File: src/rtl/logic_unit_pkg.sv
// Shared types and helpers for the debounced switch logic unit.
package logic_unit_pkg;

    localparam int SYNC_DEPTH = 2;

    typedef enum logic [2:0] {
        LU_AND  = 3'd0,
        LU_OR   = 3'd1,
        LU_NAND = 3'd2,
        LU_NOR  = 3'd3,
        LU_XOR  = 3'd4,
        LU_XNOR = 3'd5,
        LU_MAJ  = 3'd6,
        LU_ZERO = 3'd7
    } lu_mode_t;

    typedef enum logic {
        DB_STABLE   = 1'b0,
        DB_COUNTING = 1'b1
    } db_state_t;

    // Callers zero-extend to 32 bits, so unused upper bits never count.
    function automatic logic [5:0] masked_popcount(input logic [31:0] v,
                                                   input logic [31:0] m);
        logic [5:0] n;
        n = '0;
        for (int i = 0; i < 32; i++) begin
            n = n + {5'd0, v[i] & m[i]};
        end
        return n;
    endfunction

endpackage

File: src/rtl/switch_debouncer.sv
// Single-bit synchroniser plus debouncer: a new level is accepted only after it
// has been seen on DEBOUNCE_CYCLES+1 consecutive synchronised samples.
module switch_debouncer
    import logic_unit_pkg::*;
#(
    parameter int DEBOUNCE_CYCLES = 500000
) (
    input  logic CLOCK_50_I,
    input  logic RESET_I,
    input  logic raw,
    output logic stable,
    output logic busy
);

    localparam int CW = $clog2(DEBOUNCE_CYCLES + 1);
    localparam logic [CW-1:0] CNT_MAX = CW'(DEBOUNCE_CYCLES);

    logic [SYNC_DEPTH-1:0] sync_q;
    logic                  synced;
    db_state_t             state, state_n;
    logic [CW-1:0]         cnt, cnt_n;
    logic                  stable_n;

    assign synced = sync_q[SYNC_DEPTH-1];
    assign busy   = (state == DB_COUNTING);

    always_ff @(posedge CLOCK_50_I or posedge RESET_I) begin
        if (RESET_I) begin
            sync_q <= '0;
            state  <= DB_STABLE;
            cnt    <= '0;
            stable <= 1'b0;
        end else begin
            sync_q <= {sync_q[SYNC_DEPTH-2:0], raw};
            state  <= state_n;
            cnt    <= cnt_n;
            stable <= stable_n;
        end
    end

    // Any matching sample drops back to STABLE, so short glitches never land.
    always_comb begin
        state_n  = state;
        cnt_n    = cnt;
        stable_n = stable;
        if (synced == stable) begin
            state_n = DB_STABLE;
            cnt_n   = '0;
        end else if (cnt == CNT_MAX) begin
            state_n  = DB_STABLE;
            cnt_n    = '0;
            stable_n = synced;
        end else begin
            state_n = DB_COUNTING;
            cnt_n   = cnt + CW'(1);
        end
    end

endmodule

File: src/rtl/debounced_logic_unit.sv
// Debounced switch bank feeding a selectable masked boolean reduction, with
// registered result, edge pulses and a saturating change counter.
module debounced_logic_unit
    import logic_unit_pkg::*;
#(
    parameter int NUM_SW          = 16,
    parameter int DEBOUNCE_CYCLES = 500000,
    parameter int EVT_W           = 8
) (
    input  logic              CLOCK_50_I,
    input  logic              RESET_I,
    input  logic [NUM_SW-1:0] SWITCH_I,
    input  logic [NUM_SW-1:0] MASK_I,
    input  logic [2:0]        MODE_I,
    input  logic              CLEAR_I,
    output logic [NUM_SW-1:0] SW_STABLE_O,
    output logic              BUSY_O,
    output logic              RESULT_O,
    output logic              RESULT_RISE_O,
    output logic              RESULT_FALL_O,
    output logic [EVT_W-1:0]  EVENT_COUNT_O
);

    localparam logic [EVT_W-1:0] CNT_SAT = '1;

    logic [NUM_SW-1:0]                  busy_vec;
    logic [SYNC_DEPTH-1:0][NUM_SW-1:0]  mask_sync;
    logic [SYNC_DEPTH-1:0][2:0]         mode_sync;
    logic [SYNC_DEPTH-1:0]              vld_pipe;
    logic [NUM_SW-1:0]                  mask_s, op;
    lu_mode_t                           mode_s;
    logic [31:0]                        op_ext, mask_ext;
    logic [5:0]                         pop_op, pop_mask;
    logic                               func, first_done, evt;

    for (genvar g = 0; g < NUM_SW; g++) begin : g_deb
        switch_debouncer #(.DEBOUNCE_CYCLES(DEBOUNCE_CYCLES)) u_deb (
            .CLOCK_50_I (CLOCK_50_I),
            .RESET_I    (RESET_I),
            .raw        (SWITCH_I[g]),
            .stable     (SW_STABLE_O[g]),
            .busy       (busy_vec[g])
        );
    end

    assign BUSY_O = |busy_vec;
    assign mask_s = mask_sync[SYNC_DEPTH-1];
    assign mode_s = lu_mode_t'(mode_sync[SYNC_DEPTH-1]);
    assign op     = SW_STABLE_O & mask_s;

    always_comb begin
        op_ext                 = '0;
        mask_ext               = '0;
        op_ext[NUM_SW-1:0]     = op;
        mask_ext[NUM_SW-1:0]   = mask_s;
        pop_op                 = masked_popcount(op_ext, mask_ext);
        pop_mask               = masked_popcount(mask_ext, mask_ext);
    end

    // Unmasked bits are forced to 1 for AND so an empty mask reduces to 1.
    always_comb begin
        func = 1'b0;
        case (mode_s)
            LU_AND:  func = &(op | ~mask_s);
            LU_OR:   func = |op;
            LU_NAND: func = ~&(op | ~mask_s);
            LU_NOR:  func = ~|op;
            LU_XOR:  func = ^op;
            LU_XNOR: func = ~^op;
            LU_MAJ:  func = (pop_op > (pop_mask >> 1));
            default: func = 1'b0;
        endcase
    end

    assign evt = first_done & (func ^ RESULT_O);

    // The result only starts tracking once the mask/mode synchronisers hold
    // real samples; that first load is silent so power-up never counts.
    always_ff @(posedge CLOCK_50_I or posedge RESET_I) begin
        if (RESET_I) begin
            mask_sync     <= '0;
            mode_sync     <= '0;
            vld_pipe      <= '0;
            first_done    <= 1'b0;
            RESULT_O      <= 1'b0;
            RESULT_RISE_O <= 1'b0;
            RESULT_FALL_O <= 1'b0;
            EVENT_COUNT_O <= '0;
        end else begin
            mask_sync     <= {mask_sync[SYNC_DEPTH-2:0], MASK_I};
            mode_sync     <= {mode_sync[SYNC_DEPTH-2:0], MODE_I};
            vld_pipe      <= {vld_pipe[SYNC_DEPTH-2:0], 1'b1};
            RESULT_RISE_O <= evt & func;
            RESULT_FALL_O <= evt & ~func;
            if (vld_pipe[SYNC_DEPTH-1]) begin
                RESULT_O   <= func;
                first_done <= 1'b1;
            end
            if (CLEAR_I)
                EVENT_COUNT_O <= '0;
            else if (evt && EVENT_COUNT_O != CNT_SAT)
                EVENT_COUNT_O <= EVENT_COUNT_O + EVT_W'(1);
        end
    end

endmodule
File: config.mk
export PLATFORM = sky130hd
export DESIGN_NAME = debounced_logic_unit
export DESIGN_NICKNAME = d
export VERILOG_FILES = /design/src/rtl/logic_unit_pkg.sv /design/src/rtl/switch_debouncer.sv /design/src/rtl/debounced_logic_unit.sv
export SDC_FILE = /design/constraint.sdc
export NUM_CORES = 1
export LEC_CHECK = 0
export ABC_CLOCK_PERIOD_IN_PS = 13200
export BUFFER_PORTS_ARGS = -buffer_cell sky130_fd_sc_hd__buf_2
export CAP_MARGIN = 40
export CORE_MARGIN = 2
export CORE_UTILIZATION = 35
export CTS_BUF_LIST = sky130_fd_sc_hd__clkbuf_16
export DETAILED_ROUTE_END_ITERATION = 8
export PLACE_DENSITY = 0.5
export REMOVE_ABC_BUFFERS = 1
export SETUP_SLACK_MARGIN = 0.15
export SLEW_MARGIN = 10
export SYNTH_ARGS = -nofsm -noshare
export SYNTH_HDL_FRONTEND = slang
export SYNTH_SLANG_ARGS = --single-unit
File: constraint.sdc
create_clock -name CLOCK_50_I -period 13.2 [get_ports CLOCK_50_I]
set_input_delay 2.64 -clock CLOCK_50_I [delete_from_list [all_inputs] [get_ports CLOCK_50_I]]
set_output_delay 2.64 -clock CLOCK_50_I [all_outputs]
set_load 0.01 [all_outputs]
==> impl_metrics.env <==
export IMPL_status="finished, final reports clean"
export IMPL_reg2reg_from="g_deb[0].u_deb.stable"
export IMPL_fp_coreArea_um2=56100
export IMPL_finalCritPeriodShare_pct=44.6
export IMPL_finish_utilization_pct=39.9
export IMPL_p_per_area_nw_per_um2=126
export IMPL_area_growth_pct=13.3
export IMPL_synthCells=1936
export IMPL_syn_area_um2=19700
export IMPL_fmax_mhz=170
export IMPL_numCtsBuffers=47
export IMPL_antenna_found_initial=2
export IMPL_synth_warnings=0
export IMPL_cts_tree="done"
export IMPL_vias=13000
export IMPL_path_max_fanout=9
export IMPL_cp_data_arrival_time_ps=6350
export IMPL_path_clk_slew_ps=60
export IMPL_fin_skew_ps=22.8
export IMPL_layout_nets=2109
export IMPL_synthesis_area_per_instance_um2=10.2
export IMPL_dpl_cell_area_um2=20800
export IMPL_hp_class="reg -> reg"
export IMPL_worst_pin_slew_ps=893
export IMPL_cts_resized=0
export IMPL_postCtsSetupRepairBufs=0
export IMPL_critical_path_startpoint="g_deb[0].u_deb.stable"
export IMPL_antenna_cells=0
export IMPL_grt_pass1_vias=13400
export IMPL_final_hold_viol_count=0
export IMPL_drive_gt1_share_pct=8.55
export IMPL_slew_viol_final=0
export IMPL_crit_path_start_kind="flip-flop"
export IMPL_grt_max_degree=163
export IMPL_ctsHoldBuffers=0
export IMPL_route_detailed_drc=0
export IMPL_grt_ovfl_total=0
export IMPL_synth_top_area_share_pct=53.3
export IMPL_synth_cell_types=48
export IMPL_cap_viol_max_count=0
export IMPL_dieArea_um2=58300
export IMPL_layout_common_cells="420 x dfrtp_1, 357 x nor2_1, 147 x nand3_1"
export IMPL_clock_latency_ps=590
export IMPL_final_min_clock_period_ps=5890
export IMPL_ys_seq_area_share_pct=53.3
export IMPL_dp_hpwl_mm=27.6
export IMPL_place_inst=2704
export IMPL_place_congestion=0.797
export IMPL_htreeDepth=2
export IMPL_grt_pass1_wl_mm=67.8
export IMPL_die_y_um=241
export IMPL_die_w_um=241
export IMPL_ys_ff_latch=420
export IMPL_worstSetupPathType="reg -> reg"
export IMPL_final_area_um2=22300
export IMPL_final_cells=2790
export IMPL_vias_per_cell=4.67
export IMPL_setup_violations=0
export IMPL_drtIter0Drc=652
export IMPL_cts_buffer_depth=3
export IMPL_clkSinkCount=420
export IMPL_synthTopCellsByArea="dfrtp_1 53%, nor2_1 6.8%, xor2_1 6.3%"
export IMPL_postRouteAntennaNets=0
export IMPL_layout_commonest_cell="dfrtp_1"
export IMPL_cp_data_required_time_ps=13660
export IMPL_post_drt_wl_per_cell_um=14.3
export IMPL_wirelength_mm=40.0
export IMPL_hold_start="mask_sync[11]"
export IMPL_synth_top_area_cell="dfrtp_1"
export IMPL_grtUsageTotal_pct=14.4
export IMPL_initial_core_util_pct=35.2
export IMPL_io_buffers=65
export IMPL_endpoint_kind="flip-flop"
export IMPL_p_leak_uw=0.00994
export IMPL_ctsRootBufferMaster="clkbuf_16"
export IMPL_dr_pass1_iters=5
export IMPL_vdd_ir_drop_max_uv=86.1
export IMPL_num_rows=87
export IMPL_io_pins=66
export IMPL_grt_setup_unrepaired="false"
export IMPL_maxSlewHeadroom_pct=40.5
sequential cells by signal, indices dropped and copies added, names as in the netlist:
| name | cells |
|---|---|
| mask_s | 16 |
| RESULT_FALL_O | 1 |
| g_deb.u_deb.stable | 16 |
| RESULT_O | 1 |
| vld_pipe | 2 |
| g_deb.u_deb.busy | 16 |
| mode_sync | 3 |
| EVENT_COUNT_O | 8 |
| mask_sync | 16 |
| RESULT_RISE_O | 1 |
| g_deb.u_deb.cnt | 304 |
| g_deb.u_deb.sync_q | 32 |
| first_done | 1 |
| mode_s | 3 |
critical path, cell delays in order (launching register included):
cell	delay [ps]
dfrtp_1	430
and2_1	220
fa_1	540
inv_1	60
fa_1	510
fa_1	520
fa_1	490
inv_1	90
ha_1	180
inv_1	60
fa_1	470
inv_1	50
ha_1	300
nor2b_1	130
o21ai_0	130
a21oi_1	90
o221ai_1	190
o31ai_1	180
o21ai_1	510
and4_4	320
mux2_4	290
power breakdown:
| part | switching [µW] | internal, µW | total, µW |
|---|---|---|---|
| combinational | 109 | 70.1 | 180 |
| clock | 544 | 759 | 1300 |
| sequential | 24.9 | 1320 | 1340 |
path summary, 6_finish.rpt:
check                      cells past startpoint  slack (ps)                 endpoint
min in group asynchronous                      2        2000  g_deb[14].u_deb.cnt[12]
setup reg to reg                              20        7310         EVENT_COUNT_O[2]
max in group asynchronous                      5        9030   g_deb[10].u_deb.cnt[9]
hold reg to reg                                0         350               mask_s[11]
setup / recovery                              20        7310         EVENT_COUNT_O[2]
hold / removal                                 0         350               mask_s[11]
through the flow:
stage                     setup TNS, ps  total power (µW)  hold WS (ps)  worst slack, ps
final                                 0              2820           346             7310
after global routing                  0              2960           351             6950
after CTS                             0              2880           345             7270
after detailed placement              0              1550           335             7300
after global placement                0              1540           332             7390
after floorplan                 -475210              1490           331            -1130
cell type report:
class / instances / area [µm²]
tap: 756 / 946
multi-input combinational: 1339 / 8490
sequential: 420 / 10500
clock buffer: 48 / 1200
clock inverter: 38 / 328
inverter: 119 / 454
timing repair buffer: 70 / 415
fill: 5512 / 33700
per-layer routing:
layer	share of wire [%]	track usage, %	vias up
met2	44	22.0	153
met5	0.055	0	-
met4	2.4	4.34	4
met3	4.4	3.34	69
li1	-	-	6461
met1	49	20.2	6356
kinds of logic after synthesis:
logic type,after synthesis,share of synthesized area [%]
compound gates,62,1.79
flops,420,53.3
other cells,1,0.0190
simple gates,898,21.9
xor+xnor,281,12.5
buf+inv,177,3.68
fa+ha+maj,74,5.46
mux,23,1.40
cell usage after synthesis (all sizes together):
master,number
fa,20
and3,53
o21a,3
dfrtp,420
clkinv,5
xor2,141
mux2,22
nand2,118
nor4b,22
conb,1
and2,22
o22ai,4
o2111ai,2
or3,19
inv,114
or2,12
nand4b,11
ha,54
nor2b,16
a21oi,22
mux2i,1
a21o,3
clkbuf,41
buf,17
o221ai,1
a41oi,1
a31oi,1
a31o,1
nand2b,12
o31ai,1
nor4,23
nand3,147
xnor2,140
o21ai,23
and4,7
nand4,41
nor2,357
nor3,36
and4b,2
No activity file was read; power rests on OpenSTA's default activity.
